File: src/rtl/neokeon_state_xor_constant.sv
// Noekeon round-constant injection stage.
// XORs a 32-bit round constant into one 32-bit word of the 128-bit state
// (a0 = [127:96] by default) and registers the result with a valid flag.
// Optional build macro: NEOKEON_CONST_MASK_EN -- when defined only the low
// byte of constant1 is applied (Noekeon's 8-bit round constant).
module neokeon_state_xor_constant #(
  parameter int unsigned CONST_WORD = 0
) (
  input  logic         inClk,
  input  logic         inRst,
  input  logic         inValid,
  input  logic [127:0] inDataState,
  input  logic [31:0]  constant1,
  output logic [127:0] outDataState,
  output logic         outValid
);

  // A word index outside 0..3 has no meaning; stop elaboration.
  if (CONST_WORD > 32'd3) begin : g_bad_const_word
    $error("neokeon_state_xor_constant: CONST_WORD must be 0..3");
  end

  logic [31:0]  eff_const_s;
  logic [127:0] xor_mask_s;
  logic [127:0] data_r;
  logic         valid_r;

`ifdef NEOKEON_CONST_MASK_EN
  // Only the round-constant byte is injected; upper bits are don't-care.
  logic unused_const_hi_s;
  assign unused_const_hi_s = ^constant1[31:8];
  assign eff_const_s       = {24'h000000, constant1[7:0]};
`else
  assign eff_const_s = constant1;
`endif

  // Place the effective constant over the selected word; other words see zero.
  always_comb begin
    xor_mask_s = 128'h0;
    case (CONST_WORD)
      32'd0:   xor_mask_s[127:96] = eff_const_s;
      32'd1:   xor_mask_s[95:64]  = eff_const_s;
      32'd2:   xor_mask_s[63:32]  = eff_const_s;
      32'd3:   xor_mask_s[31:0]   = eff_const_s;
      default: xor_mask_s         = 128'h0;
    endcase
  end

  // Result register: cleared on reset, loaded only on valid, otherwise held.
  always_ff @(posedge inClk) begin
    if (inRst) begin
      data_r  <= 128'h0;
      valid_r <= 1'b0;
    end else begin
      valid_r <= inValid;
      if (inValid) begin
        data_r <= inDataState ^ xor_mask_s;
      end
    end
  end

  assign outDataState = data_r;
  assign outValid     = valid_r;

endmodule

File: config.mk
export PLATFORM = sky130hd
export DESIGN_NAME = neokeon_state_xor_constant
export DESIGN_NICKNAME = d
export VERILOG_FILES = /design/src/rtl/neokeon_state_xor_constant.sv
export SDC_FILE = /design/constraint.sdc
export NUM_CORES = 1
export LEC_CHECK = 0
export CAP_MARGIN = 10
export CORE_ASPECT_RATIO = 0.75
export CORE_MARGIN = 4
export CORE_UTILIZATION = 40
export CTS_CLUSTER_DIAMETER = 80
export DETAILED_ROUTE_END_ITERATION = 6
export GPL_TIMING_DRIVEN = 0
export PLACE_DENSITY = 0.85
export SLEW_MARGIN = 20
export SYNTH_ARGS = -nofsm -noshare
export SYNTH_HDL_FRONTEND = slang
export SYNTH_SLANG_ARGS = --single-unit
export TNS_END_PERCENT = 10
File: constraint.sdc
create_clock -name inClk -period 2.49 [get_ports inClk]
set_input_delay 0.498 -clock inClk [delete_from_list [all_inputs] [get_ports inClk]]
set_output_delay 0.498 -clock inClk [all_outputs]
set_load 0.005 [all_outputs]
* Word-level counts from Yosys, hierarchy flattened
Index checks and enable logic that the tools add are counted.
** Storage, ports and cells
- Register bits after elaboration :: 129
- Latch bits :: 0
- Memory bits (writable) :: 0
- ROM bits :: 0
- Input bits :: 163
- Output and inout bits :: 129
- Word-level logic and storage cells :: 3
- Memories kept :: 0
** Operators by class
- $add $sub $neg :: 0
- Multipliers :: 0
- Div/mod/pow operators :: 0
- Order comparisons :: 0
- Equal/unequal tests :: 0
- Shifts and indexed selects :: 0
- Mux-type cells :: 0
- Bitwise logic cells :: 1
- Reductions and logical operators :: 0
** Operators by type and width (count)
- XOR 128 bit :: 1

* Longest topological paths before layout
- Depth after elaboration :: 1
- Mapped depth :: 5
- Depth with buffers taken out :: 2

* Least setup slack after synthesis
OpenSTA, ideal clock, no wires.
- Kind :: input to register
- Start point :: input inValid
- End point :: register data_r[39], in the netlist outDataState[39]
- Arrival :: 1.145 ns
- Setup slack :: 1.218 ns
- Cell stages on the path :: 5
- Path through :: buf_4 buf_8 buf_12 mux2i_1 nor2_1
** RTL lines
- start: declaration :: line 11 : input logic inValid,
- end signal: assignment :: line 57 : data_r <= inDataState ^ xor_mask_s;
- end: declaration :: line 25 : logic [127:0] data_r;

* Worst setup path after layout
- Start point :: register data_r[97], in the netlist outDataState[97]
- End point :: output outDataState[97]
** RTL lines
- end: declaration :: line 14 : output logic [127:0] outDataState,
No word-level cell between the ends.

==> flow_metrics.env <==
export IMPL_outcome="complete, no violations"
export IMPL_postCtsSetupBuffers=0
export IMPL_use_met2_pct=40.26
export IMPL_core_um2=11700
export IMPL_period_minus_slack_ps=1799
export IMPL_yosys_top_cells_area="dfxtp_1, mux2i_1, nor2_1, xnor2_1, a211oi_1"
export IMPL_grtUsageMet1_pct=22.17
export IMPL_ant_nets=0
export IMPL_cts_sinks=129
export IMPL_async_reset_ff_share_pct=0
export IMPL_fin_nets=921
export IMPL_htree_levels=4
export IMPL_grt_overflow_total=0
export IMPL_num_antenna_cells=0
export IMPL_rsz0062_at_grt="no"
export IMPL_tns_ps=0
export IMPL_drtIter0Drc=103
export IMPL_cap_viol_max_count=0
export IMPL_cts_buffers=17
export IMPL_start_kind="flip-flop"
export IMPL_final_fill_count=804
export IMPL_synth_most_common_cell="dfxtp_1"
export IMPL_fin_crit_sh_pct=72.24
export IMPL_syn_inst=450
export IMPL_cts_root_buf="clkbuf_16"
export IMPL_vdd_drop_max_v=0.0005228
export IMPL_grt_pass1_vias=4638
export IMPL_ioPinCount=292
export IMPL_fmax_mhz=556.0
export IMPL_dp_hpwl_um=12100
export IMPL_clk_pin_slew_ps=60
export IMPL_cts_hold_buf=0
export IMPL_grt_use_total_pct=21.50
export IMPL_min_path_type="in2reg"
export IMPL_startpoint="outDataState[97]"
export IMPL_stdcell_count=933
export IMPL_wl_um=15500
export IMPL_powerDensity_nw_per_um2=682.2
export IMPL_avgSynthCellArea_um2=10.73
export IMPL_finalHoldViolations=0
export IMPL_cts_tree="built"
export IMPL_worstPathCellList="clkdlybuf4s50_1"
export IMPL_netlist_area_um2=4830
export IMPL_yosys_area_top_type="dfxtp_1"
export IMPL_cts_resized=0
export IMPL_path_delay_family="buffers and inverters"
export IMPL_chipHeight_um=103.2
export IMPL_wl_per_cell_um=16.61
export IMPL_cp_arrival_ps=1300
export IMPL_dieArea_um2=13910
export IMPL_r2r_start="outDataState[96]"
export IMPL_required_ps=1990
export IMPL_antenna_found_initial=0
export IMPL_grt_util_met3_pct=7.561
export IMPL_routed_via_density=4.670
export IMPL_slowest_delay_ps=550
export IMPL_grt_max_degree=17
export IMPL_route_vias_total=4357
export IMPL_setup_viol=0
export IMPL_cts_buffer_depth=2
export IMPL_busiest_layer="met2"
export IMPL_critPathSlowestCell="clkdlybuf4s50_1"
export IMPL_synth_edff_count=0
export IMPL_row_count=34
export IMPL_max_slew_worst_pin_slew_ps=497.7
export IMPL_drive_above_1_share_pct=6.874
export IMPL_max_slew_margin_pct=66.82
export IMPL_cp_max_fo=2
export IMPL_netlist_top_cells_count="dfxtp_1, nor2_1, mux2i_1"
export IMPL_path_buf_inv=1
export IMPL_finalPower_mw=5.836
export IMPL_start_util_pct=41.28
export IMPL_synth_ff_type="dfxtp_1"
export IMPL_synth_warnings=0
export IMPL_ys_seq_area_share_pct=53.47
export IMPL_clk_latency_ps=410
export IMPL_synth_top_area_share_pct=53.47
export IMPL_crit_type="reg2out"
export IMPL_portBuffers=289
export IMPL_gp_congestion=0.7707
export IMPL_endpoint_kind="primary output"
export IMPL_yosysUniqueCellTypes=14
export IMPL_syn_to_final_growth_pct=77.12
export IMPL_min_from="inRst"
export IMPL_synthesis_nets=613
export IMPL_skew_ps=0
export IMPL_drtPass1Iterations=4
export IMPL_synth_seq_cells=129
export IMPL_finalMaxSlewViolations=0
export IMPL_die_w_um=134.9
export IMPL_drc=0
export IMPL_place_inst=901
export IMPL_leakage_nw=3.493
export IMPL_grt_pass1_wl_um=23340
report_power, final:
group          internal (mW)  total [mW]  switching (mW)
Combinational          0.614       0.942           0.329
Sequential              2.20        2.27          0.0710
Clock                   1.70        2.62           0.920
path summary, 6_finish.rpt:
check	end	slack, ps	cells past startpoint
setup / recovery	outDataState[97]	690	1
hold / removal	outDataState[4]	480	2
setup reg to reg	outDataState[96]	1630	2
hold reg to reg	outDataState[115]	480	2
through the flow:
step	hold WS [ps]	setup slack (ps)	instance area (um2)	util, %
finish	477.3	691.3	8554	73.12
global route	499.5	640.5	8554	73.12
CTS	463.9	684.6	8554	73.12
detailed placement	476.5	1036	7925	67.74
global placement	472.1	1085	7925	67.74
floorplan	478.3	1218	4830	-
worst reg2reg max path, cell delays in order (launching register included):
cell and delay, ps:
dfxtp_1 340, nor2_1 70, a211oi_1 330
registers in the layout, summed over array words and instances, names as in the netlist:
register / count
outDataState: 128
outValid: 1
kinds of logic after synthesis:
group / after synthesis / synth area share, %
AOI/OAI and AO/OA: 32 / 5.078
xor gates and xnor gates: 32 / 5.803
and+or+nand+nor: 129 / 10.13
muxes: 96 / 19.90
DFF: 129 / 53.47
buffers and inverters: 32 / 5.622
layer usage:
layer	routed length (um)	part of all wire (%)
met2	8210	53
met3	1248	8.1
met5	0	0
met4	359	2.3
met1	5681	37
area by class of cell:
| class | instances | area (um2) | area share, % |
|---|---|---|---|
| buffer | 32 | 271.5 | 3.174 |
| clock buffer | 19 | 442.9 | 5.178 |
| clock inverter | 13 | 186.4 | 2.179 |
| multi-input combinational | 289 | 1976 | 23.09 |
| sequential | 129 | 2582 | 30.19 |
| tap | 162 | 202.7 | 2.369 |
| timing repair buffer | 289 | 2893 | 33.82 |
cells in the final DEF, fill, tap and decap left out:
| cell | netlist | routed |
|---|---|---|
| clkdlybuf4s50_1 | 0 | 289 |
| clkinvlp_4 | 0 | 4 |
| xnor2_1 | 32 | 32 |
| clkinv_4 | 0 | 3 |
| mux2i_1 | 96 | 96 |
| clkbuf_1 | 12 | 13 |
| clkbuf_8 | 0 | 1 |
| bufinv_16 | 0 | 4 |
| a211oi_1 | 31 | 31 |
| dfxtp_1 | 129 | 129 |
| nor2b_1 | 1 | 1 |
| buf_12 | 5 | 5 |
| nor2_1 | 127 | 127 |
| buf_6 | 3 | 3 |
| buf_4 | 5 | 5 |
| a211oi_2 | 1 | 1 |
| buf_2 | 5 | 5 |
| nor2_2 | 1 | 1 |
| buf_8 | 2 | 2 |
| clkinv_2 | 0 | 2 |
| clkbuf_16 | 0 | 17 |
(Power assumes the default switching activity.)
